`src/rtl/truth_table_sweeper_pkg.sv`:
```
// Shared types and helpers for the truth-table sweeper.
package tt_sweep_pkg;

   localparam int unsigned ROW_W = 4;
   localparam int unsigned TT_W  = 16;

   // Sweep sequencer states
   typedef enum logic [2:0] {
      IDLE   = 3'd0,
      APPLY  = 3'd1,
      SAMPLE = 3'd2,
      COMMIT = 3'd3,
      DONE   = 3'd4
   } state_e;

   // Row r lands in bit (15-r) so the word reads like a Cello design name
   function automatic logic [ROW_W-1:0] row_bit(input logic [ROW_W-1:0] r);
      return ROW_W'(TT_W - 1) - r;
   endfunction

endpackage

```
`src/rtl/truth_table_sweeper_sync.sv`:
```
// Flop chain bringing the asynchronous netlist output into the clk domain.
module tt_sync #(
   parameter int unsigned STAGES = 2
) (
   input  logic clk,
   input  logic rst_n,
   input  logic d_i,
   output logic q_o
);

   logic [STAGES-1:0] sync_q;

   generate
      if (STAGES == 1) begin : g_one
         // Single-stage capture
         always_ff @(posedge clk or negedge rst_n) begin
            if (!rst_n) sync_q <= '0;
            else        sync_q <= d_i;
         end
      end else begin : g_chain
         // Shift the input through the chain, oldest sample at the top
         always_ff @(posedge clk or negedge rst_n) begin
            if (!rst_n) sync_q <= '0;
            else        sync_q <= {sync_q[STAGES-2:0], d_i};
         end
      end
   endgenerate

   assign q_o = sync_q[STAGES-1];

endmodule

```
`src/rtl/truth_table_sweeper.sv`:
```
// Drives all 16 input rows into a 4-input netlist, majority-filters the
// synchronised output per row and assembles/compares the truth-table word.
module truth_table_sweeper
   import tt_sweep_pkg::*;
#(
   parameter int unsigned     SETTLE_CYCLES = 8,
   parameter int unsigned     NUM_SAMPLES   = 3,
   parameter int unsigned     SYNC_STAGES   = 2,
   parameter logic [TT_W-1:0] EXPECTED_TT   = 16'h0026
) (
   input  logic             clk,
   input  logic             rst_n,
   input  logic             start,
   input  logic             abort,
   output logic [ROW_W-1:0] dut_in,
   input  logic             dut_out,
   output logic             busy,
   output logic             done,
   output logic [TT_W-1:0]  tt,
   output logic [TT_W-1:0]  unstable,
   output logic             match,
   output logic [TT_W-1:0]  mismatch
);

   localparam int unsigned CNT_MAX = (SETTLE_CYCLES > NUM_SAMPLES) ? SETTLE_CYCLES : NUM_SAMPLES;
   localparam int unsigned CNT_W   = $clog2(CNT_MAX + 1);
   localparam int unsigned ONES_W  = 4;

   localparam logic [CNT_W-1:0]  SETTLE_LOAD = CNT_W'(SETTLE_CYCLES - 1);
   localparam logic [CNT_W-1:0]  SAMPLE_LOAD = CNT_W'(NUM_SAMPLES - 1);
   localparam logic [ONES_W-1:0] ONES_HALF   = ONES_W'(NUM_SAMPLES / 2);
   localparam logic [ONES_W-1:0] ONES_ALL    = ONES_W'(NUM_SAMPLES);
   localparam logic [ROW_W-1:0]  LAST_ROW    = {ROW_W{1'b1}};

   state_e             state_q, state_d;
   logic [ROW_W-1:0]   row_q, row_d;
   logic [CNT_W-1:0]   cnt_q, cnt_d;
   logic [ONES_W-1:0]  ones_q, ones_d;
   logic [ROW_W-1:0]   dut_in_q, dut_in_d;
   logic               busy_q, busy_d;
   logic               done_q, done_d;
   logic [TT_W-1:0]    tt_q, tt_d;
   logic [TT_W-1:0]    unstable_q, unstable_d;
   logic               match_q, match_d;
   logic [TT_W-1:0]    mismatch_q, mismatch_d;
   logic               sync_out;

   tt_sync #(
      .STAGES (SYNC_STAGES)
   ) u_sync (
      .clk   (clk),
      .rst_n (rst_n),
      .d_i   (dut_out),
      .q_o   (sync_out)
   );

   // State register
   always_ff @(posedge clk or negedge rst_n) begin
      if (!rst_n) state_q <= IDLE;
      else        state_q <= state_d;
   end

   // Next-state, counters and capture logic; abort overrides everything outside IDLE
   always_comb begin
      state_d    = state_q;
      row_d      = row_q;
      cnt_d      = cnt_q;
      ones_d     = ones_q;
      dut_in_d   = dut_in_q;
      busy_d     = busy_q;
      done_d     = 1'b0;
      tt_d       = tt_q;
      unstable_d = unstable_q;
      match_d    = match_q;
      mismatch_d = mismatch_q;

      unique case (state_q)
         IDLE: begin
            if (start) begin
               state_d    = APPLY;
               row_d      = '0;
               dut_in_d   = '0;
               cnt_d      = SETTLE_LOAD;
               ones_d     = '0;
               busy_d     = 1'b1;
               tt_d       = '0;
               unstable_d = '0;
               match_d    = 1'b0;
               mismatch_d = '0;
            end
         end
         APPLY: begin
            if (cnt_q == '0) begin
               state_d = SAMPLE;
               cnt_d   = SAMPLE_LOAD;
            end else begin
               cnt_d = cnt_q - CNT_W'(1);
            end
         end
         SAMPLE: begin
            ones_d = ones_q + ONES_W'(sync_out);
            if (cnt_q == '0) state_d = COMMIT;
            else             cnt_d   = cnt_q - CNT_W'(1);
         end
         COMMIT: begin
            tt_d[row_bit(row_q)]       = (ones_q > ONES_HALF);
            unstable_d[row_bit(row_q)] = (ones_q != '0) && (ones_q != ONES_ALL);
            ones_d                     = '0;
            if (row_q == LAST_ROW) begin
               state_d = DONE;
            end else begin
               state_d  = APPLY;
               row_d    = row_q + ROW_W'(1);
               dut_in_d = row_q + ROW_W'(1);
               cnt_d    = SETTLE_LOAD;
            end
         end
         DONE: begin
            state_d    = IDLE;
            done_d     = 1'b1;
            busy_d     = 1'b0;
            match_d    = (tt_q == EXPECTED_TT);
            mismatch_d = tt_q ^ EXPECTED_TT;
         end
         default: state_d = IDLE;
      endcase

      if (abort && (state_q != IDLE)) begin
         state_d    = IDLE;
         row_d      = '0;
         cnt_d      = '0;
         ones_d     = '0;
         dut_in_d   = '0;
         busy_d     = 1'b0;
         done_d     = 1'b0;
         tt_d       = '0;
         unstable_d = '0;
         match_d    = 1'b0;
         mismatch_d = '0;
      end
   end

   // Datapath and output registers
   always_ff @(posedge clk or negedge rst_n) begin
      if (!rst_n) begin
         row_q      <= '0;
         cnt_q      <= '0;
         ones_q     <= '0;
         dut_in_q   <= '0;
         busy_q     <= 1'b0;
         done_q     <= 1'b0;
         tt_q       <= '0;
         unstable_q <= '0;
         match_q    <= 1'b0;
         mismatch_q <= '0;
      end else begin
         row_q      <= row_d;
         cnt_q      <= cnt_d;
         ones_q     <= ones_d;
         dut_in_q   <= dut_in_d;
         busy_q     <= busy_d;
         done_q     <= done_d;
         tt_q       <= tt_d;
         unstable_q <= unstable_d;
         match_q    <= match_d;
         mismatch_q <= mismatch_d;
      end
   end

   assign dut_in   = dut_in_q;
   assign busy     = busy_q;
   assign done     = done_q;
   assign tt       = tt_q;
   assign unstable = unstable_q;
   assign match    = match_q;
   assign mismatch = mismatch_q;

endmodule

```
`config.mk`:
```
export PLATFORM = sky130hd
export DESIGN_NAME = truth_table_sweeper
export DESIGN_NICKNAME = d
export VERILOG_FILES = /design/src/rtl/truth_table_sweeper_pkg.sv /design/src/rtl/truth_table_sweeper_sync.sv /design/src/rtl/truth_table_sweeper.sv
export SDC_FILE = /design/constraint.sdc
export NUM_CORES = 1
export LEC_CHECK = 0
export ABC_AREA = 1
export CORE_MARGIN = 2
export CORE_UTILIZATION = 52
export CTS_BUF_LIST = sky130_fd_sc_hd__clkbuf_16
export DETAILED_ROUTE_END_ITERATION = 6
export PLACE_DENSITY_LB_ADDON = 0.1
export SYNTH_ARGS = -nofsm -noshare
export SYNTH_HDL_FRONTEND = slang
export SYNTH_SLANG_ARGS = --single-unit
export TNS_END_PERCENT = 10
```
`constraint.sdc`:
```
create_clock -name clk -period 1.7 [get_ports clk]
set_clock_uncertainty 0.1 [all_clocks]
set_input_delay 0.34 -clock clk [delete_from_list [all_inputs] [get_ports clk]]
set_output_delay 0.34 -clock clk [all_outputs]
set_load 0.01 [all_outputs]
```
==> metrics.md <==
| Metric | Value |
|---|---|
| Hold path depth | `0` |
| H-tree Lvls | `3` |
| Post-Route WL | `7810 um` |
| Setup ws final | `0.0318 ns` |
| RSZ-0062 raised after global routing | `true` |
| GPL Wtd Cong | `0.862` |
| Total internal power | `3.32 mW` |
| Die area | `0.00702 mm^2` |
| Sequence of cells on the critical path | `clkdlybuf4s50_1` |
| DRT iter0 DRCs | `186` |
| Initial Util | `0.530` |
| Endpoint, Worst Hold | `u_sync.sync_q[1]` |
| Gate power share | `0.327` |
| Reg2reg path depth | `8` |
| Vias in the first global route | `2842` |
| Register area | `0.00170 mm^2` |
| Sw Pwr | `1.78 mW` |
| Slowest library cell on the worst path | `clkdlybuf4s50_1` |
| Total GRT Usage | `0.239` |
| Reg-to-reg endpoint | `ones_q[2]` |
| YS warnings | `0` |
| Final period utilization | `0.981` |
| Worst Path Buf+Inv | `1` |
| Worst path arrival time | `1.23 ns` |
| Flops & latches, synth | `68` |
| Post-synthesis cell area | `0.00331 mm^2` |
| Synth Area per Inst | `8.15 um^2` |
| Largest net degree at the start of global routing | `69` |
| Worst VDD drop | `0.800 mV` |
| Seq pwr share | `0.355` |
| Sequential share of the synthesized area | `0.514` |
| Initial antenna violation count | `0` |
| DP Worst Slack | `-0.113 ns` |
| Die Ht | `83.8 um` |
| DR pass1 iterations | `4` |
| Max-slew violations | `0` |
| Root Driver | `clkbuf_16` |
| Number of remaining DRC errors | `0` |
| Layout area overhead | `35.1%` |
| R2R Setup Slk | `0.10 ns` |
| Non-filler cells, final | `566` |
| Commonest non-fill, non-tap cell in the layout | `nand2_1` |
| Syn Inst Count | `406` |
| # IOs | `60` |
| Clock latency on the worst-skew pair | `0.33 ns` |
| Remaining Overflow, GRT | `0` |
| Syn nets | `419` |
| # rows | `29` |
| CTS Sinks | `68` |
| Global-route wire length before repair | `13500 um` |
| Pwr per Cell Area | `1140 mW/mm^2` |
| Setup crit end kind | `output pin` |
| Core ar. | `0.00624 mm^2` |
| Reg clk slew, reported paths | `0.05 ns` |
| Netlist cell types | `24` |
| Final layout net count | `498` |
| Placed cells | `549` |
| FMAX | `0.599 GHz` |
| Maximum clock path buffer count | `2` |
| Hold Startpoint | `u_sync.sync_q[0]` |
| Port Buffers | `59` |
| Vias | `2957` |
| Clock buffer count from CTS | `9` |
| Fill count | `500` |
| Clock Power Share | `0.318` |
| Switching part of the total | `0.349` |
| Commonest non-fill, non-tap cells in the layout | `nand2_1 (111), dfrtp_1 (67), nand3_1 (58)` |
| Routed vias/inst | `5.22` |
| Worst Path Required | `1.26 ns` |
| Worst setup SP type | `flip-flop` |
| Max cap viols | `0` |
| Class of the most critical setup path | `flip-flop to output pin` |
| Rel. slew slack | `0.758` |
| Critical path peak fanout | `2` |
| Die Wd | `83.8 um` |
| CP max stage delay | `0.54 ns` |
| Final setup violation count | `0` |
| Final Hold Vio Count | `0` |
| Pin slew with the least headroom to its limit | `0.363 ns` |
| Multi-input gate area | `0.00141 mm^2` |
| Antenna-violating nets left | `0` |
| TritonCTS clock tree | `done` |
| DPL Wire Length | `5530 um` |
| Final Critical Period | `1.67 ns` |
| Status | `complete, no violations` |
| CP top delay family | `buffers and inverters` |
| Avg WL per Cell | `13.8 um` |
| WHS | `0.257 ns` |
| RR Startpoint | `state_q[0]` |
| Number of inserted diodes | `0` |
| HP Class | `flip-flop to flip-flop` |
| Leakage | `2.32 nW` |
| Layout cells sized above 1 | `0.135` |
## layer usage
metal  GRT usage  wire length, um
met3      0.0544              263
met4      0.0733              110
met2       0.383             3760
met1       0.325             3680
met5           0                0
## timing repair
item / in CTS / in global routing
endpoints found under the hold margin: 68 / 0
buffers inserted: 1 / 0
hold buffers: 1 / 0
setup endpoints to repair: 18 / 35
gates resized for setup: 18 / 19
## area by class of cell
class / instances / share of cell area
flip-flops and latches: 68 / 0.381
multi-input cells: 285 / 0.316
repair buffers: 83 / 0.193
clock buffers: 9 / 0.0503
inverters: 38 / 0.0319
well taps: 77 / 0.0215
clock inverters: 6 / 0.00727
## worst max-delay path by stage
stage                start           end  slack [ns]  cells after the start
6_report       unstable[5]   unstable[5]        0.03                      1
5_1_grt          dut_in[0]         tt[0]      -0.004                      7
4_1_cts              tt[3]         tt[3]       0.007                      1
3_5_place_dp         abort   mismatch[5]       -0.11                      7
3_3_place_gp         abort  mismatch[13]       -0.04                      7
2_1_floorplan    dut_in[0]      cnt_q[0]        0.12                      9
## flip-flops by register name, indices dropped and copies added (netlist names)
register,cells
mismatch,16
tt,16
unstable,16
cnt_q,4
dut_in,4
ones_q,4
state_q,3
u_sync.sync_q,2
busy,1
done,1
match,1
## kinds of logic (layout without fill, tap and decap cells)
family                   count (synthesis)  count (layout)  synth area share
flip-flops                              68              68             0.514
adder cells (fa/ha/maj)                  8               8            0.0302
buffers and inverters                   53             136            0.0673
AO/OA/AOI/OAI                           60              60            0.0937
AND/OR/NAND/NOR                        214             214             0.287
XOR/XNOR                                 3               3           0.00794
## power groups by stage
stage               sequential (mW)  combinational, mW  clock [mW]
global route                   1.82               1.90        1.72
global placement               1.83               1.60           0
finish                         1.81               1.67        1.62
CTS                            1.80               1.65        1.65
floorplan                      1.83               1.07           0
detailed placement             1.83               1.63           0
## synth_stat cells (all sizes together)
master / n / share of area
or2: 1 / 0.0019
nand3: 61 / 0.095
nand4: 10 / 0.019
buf: 13 / 0.022
clkbuf: 2 / 0.0023
ha: 8 / 0.030
o21ai: 59 / 0.091
inv: 38 / 0.043
nor2: 23 / 0.029
nand2: 117 / 0.14
o21bai: 1 / 0.0023
nor3: 2 / 0.0030
dfrtp: 68 / 0.51
xor2: 3 / 0.0079
## stage by stage
step / util / TNS [ns] / instance area (um^2) / power, mW
2_1_floorplan: - / 0 / 3310 / 2.91
3_3_place_gp: 0.667 / -0.586 / 4170 / 3.43
3_5_place_dp: 0.667 / -1.41 / 4170 / 3.46
4_1_cts: 0.708 / 0 / 4420 / 5.10
5_1_grt: 0.717 / -0.00538 / 4470 / 5.44
6_report: 0.717 / 0 / 4470 / 5.10
No activity file was read; power rests on OpenSTA's default activity.
==> RTL change (same flow settings) <==
Re-encode `state_e` (5 states) as one-hot, 5 bits wide.
--- a/src/rtl/truth_table_sweeper_pkg.sv
+++ b/src/rtl/truth_table_sweeper_pkg.sv
@@ -5,12 +5,12 @@
    localparam int unsigned TT_W  = 16;
 
    // Sweep sequencer states
-   typedef enum logic [2:0] {
-      IDLE   = 3'd0,
-      APPLY  = 3'd1,
-      SAMPLE = 3'd2,
-      COMMIT = 3'd3,
-      DONE   = 3'd4
+   typedef enum logic [4:0] {
+      IDLE   = 5'b00001,
+      APPLY  = 5'b00010,
+      SAMPLE = 5'b00100,
+      COMMIT = 5'b01000,
+      DONE   = 5'b10000
    } state_e;
 
    // Row r lands in bit (15-r) so the word reads like a Cello design name
Function: same outputs for any inputs over 10 cycles, from zero or initial values and one cycle with rst_n low; not proved beyond that.
==> RTL change against the original RTL <==
  * The flow now finishes with violations (setup timing)
  * Wire length up 19%
  * Area after synthesis grew 4.2%
  * Non-clock buffer count up 9
  * Global-route usage grew 2.2 points
  * Synthesized cell count increased by 9.6%
  * Sequential cell count grew 2
  * Power grew 2.7%
  * Combinational power up 7%
  * Sequential share of layout area decreased by 2.0 points
  * Setup slack lost 140 ps
  * Register-to-register slack lost 210 ps
  * Hold slack improved by 2.8 ps
  * Design area grew 8.8%
  * Highest routed layer unchanged
==> RTL change: results (changes against the original RTL) <==
Timing
  – Worst-Margin Slew: 512 ps (+148 ps)
  – Hold Slack: 260 ps (+2.82 ps)
  – Final setup vio count: 59 (+59)
  – Sum Neg Setup Slack: -3070 ps (-3070 ps)
  – Final setup margin: -109 ps (-141 ps)

Detailed routing
  – DRT iter0 DRCs: 249 (+34%)
  – Via count: 3300 (+12%)
  – Drt total wl: 9330 um (+19%)

Synthesis
  – Distinct cells, synth: 27 (+13%)
  – Post-Syn Nets: 458 (+9.3%)
  – Synth top area cells: dfrtp_1 50%, nand2_1 19%, inv_1 5.4%
  – Most frequent cells after synthesis: 172 x nand2_1, 69 x dfrtp_1, 50 x inv_1
  – Seq/Total Area, Yosys: 50.8% (-0.56 points)

Run status
  – Status: finished with violations
  – Failing checks: setup timing

Setup path
  – Top delay family on crit path: simple AND/OR/NAND/NOR gates
  – Worst-path fanout max: 6 (+4)
  – R2R depth: 9 (+1)
  – Worst Setup SP: state_q[0]$_DFFE_PN1P_
  – RR Endpoint: tt[7]$_DFFE_PN0P_
  – Crit path max-delay cell type: dfstp_2

Global route
  – First-pass GRT wire length: 14700 um (+9.0%)
  – Vias in the first global route: 3112 (+9.5%)
  – Gr usage total: 26.0% (+2.2 points)
  – Pin count of the biggest net entering global routing: 27 (-61%)

Power
  – P_leak: 2.68 nW (+16%)
  – Internal power: 3.40 mW (+2.4%)

Cells and area
  – Filler Cells Inserted: 455 (-9.0%)

Placement
  – Final Wtd Congestion: 0.888 (+3.0%)
  – Placement Cell Area: 0.00433 mm2 (+4.0%)
## RTL change: power groups by stage
| stage | clock network [mW] | registers (mW) | logic [mW] |
|---|---|---|---|
| finish | 1.63 | 1.83 | 1.78 |
| global route | 1.71 | 1.83 | 1.93 |
| CTS | 1.64 | 1.82 | 1.49 |
| detailed placement | 0 | 1.85 | 1.32 |
| global placement | 0 | 1.84 | 1.30 |
| floorplan | 0 | 1.84 | 0.885 |
## RTL change: logic make-up after synthesis
| family | count (synthesis) | synth area share [%] |
|---|---|---|
| AND/OR/NAND/NOR | 256 | 31.0 |
| flip-flops | 70 | 50.8 |
| XOR/XNOR | 2 | 0.508 |
| adder cells (fa/ha/maj) | 8 | 2.90 |
| buffers and inverters | 67 | 8.09 |
| AO/OA/AOI/OAI | 42 | 6.71 |
## RTL change: worst max-delay path by stage
stage | endpoint | slack [ps] | depth (start not counted)
after floorplan | tt[11]$_DFFE_PN0P_ | 20 | 10
after global placement | tt[14]$_DFFE_PN0P_ | -210 | 6
after detailed placement | tt[14]$_DFFE_PN0P_ | -260 | 6
after CTS | tt[15] | -40 | 1
after global routing | tt[7]$_DFFE_PN0P_ | -170 | 9
final | tt[7]$_DFFE_PN0P_ | -110 | 9
## RTL change: layer usage
layer  GRT usage [%]  share of wire [%]  routed length, um  vias to the layer above
li1                -                  -                  -                     1587
met1            34.5                 42               3890                     1581
met2            42.2                 51               4740                      114
met3            3.99                5.4                507                       18
met4            12.3                2.0                189                        0
met5               0                  0                  0                        -
## RTL change: area by class of cell
class / instances / area (um2) / area share (%)
inverter: 57 / 229 / 4.71
clock buffer: 9 / 225 / 4.63
timing repair buffer: 92 / 936 / 19.2
sequential: 70 / 1760 / 36.1
timing repair inverter: 1 / 6.26 / 0.129
multi-input combinational: 308 / 1590 / 32.6
clock inverter: 6 / 31.3 / 0.643
tap: 77 / 96.3 / 1.98
## RTL change: per-stage QoR
stage | cells | setup WS, ps
finish | 620 | -109
global route | 620 | -168
CTS | 617 | -36.1
detailed placement | 600 | -256
global placement | 600 | -205
floorplan | 445 | 19.8
## RTL change: repair_timing
| action | 4_1_cts | 5_1_grt |
|---|---|---|
| endpoints found under the setup margin | 76 | 70 |
| hold buffers | 1 | 0 |
| endpoints found under the hold margin | 17 | 0 |
| gates resized for setup | 42 | 53 |
| pin swaps | 0 | 17 |
| setup buffers | 0 | 2 |
| gates cloned | 1 | 1 |
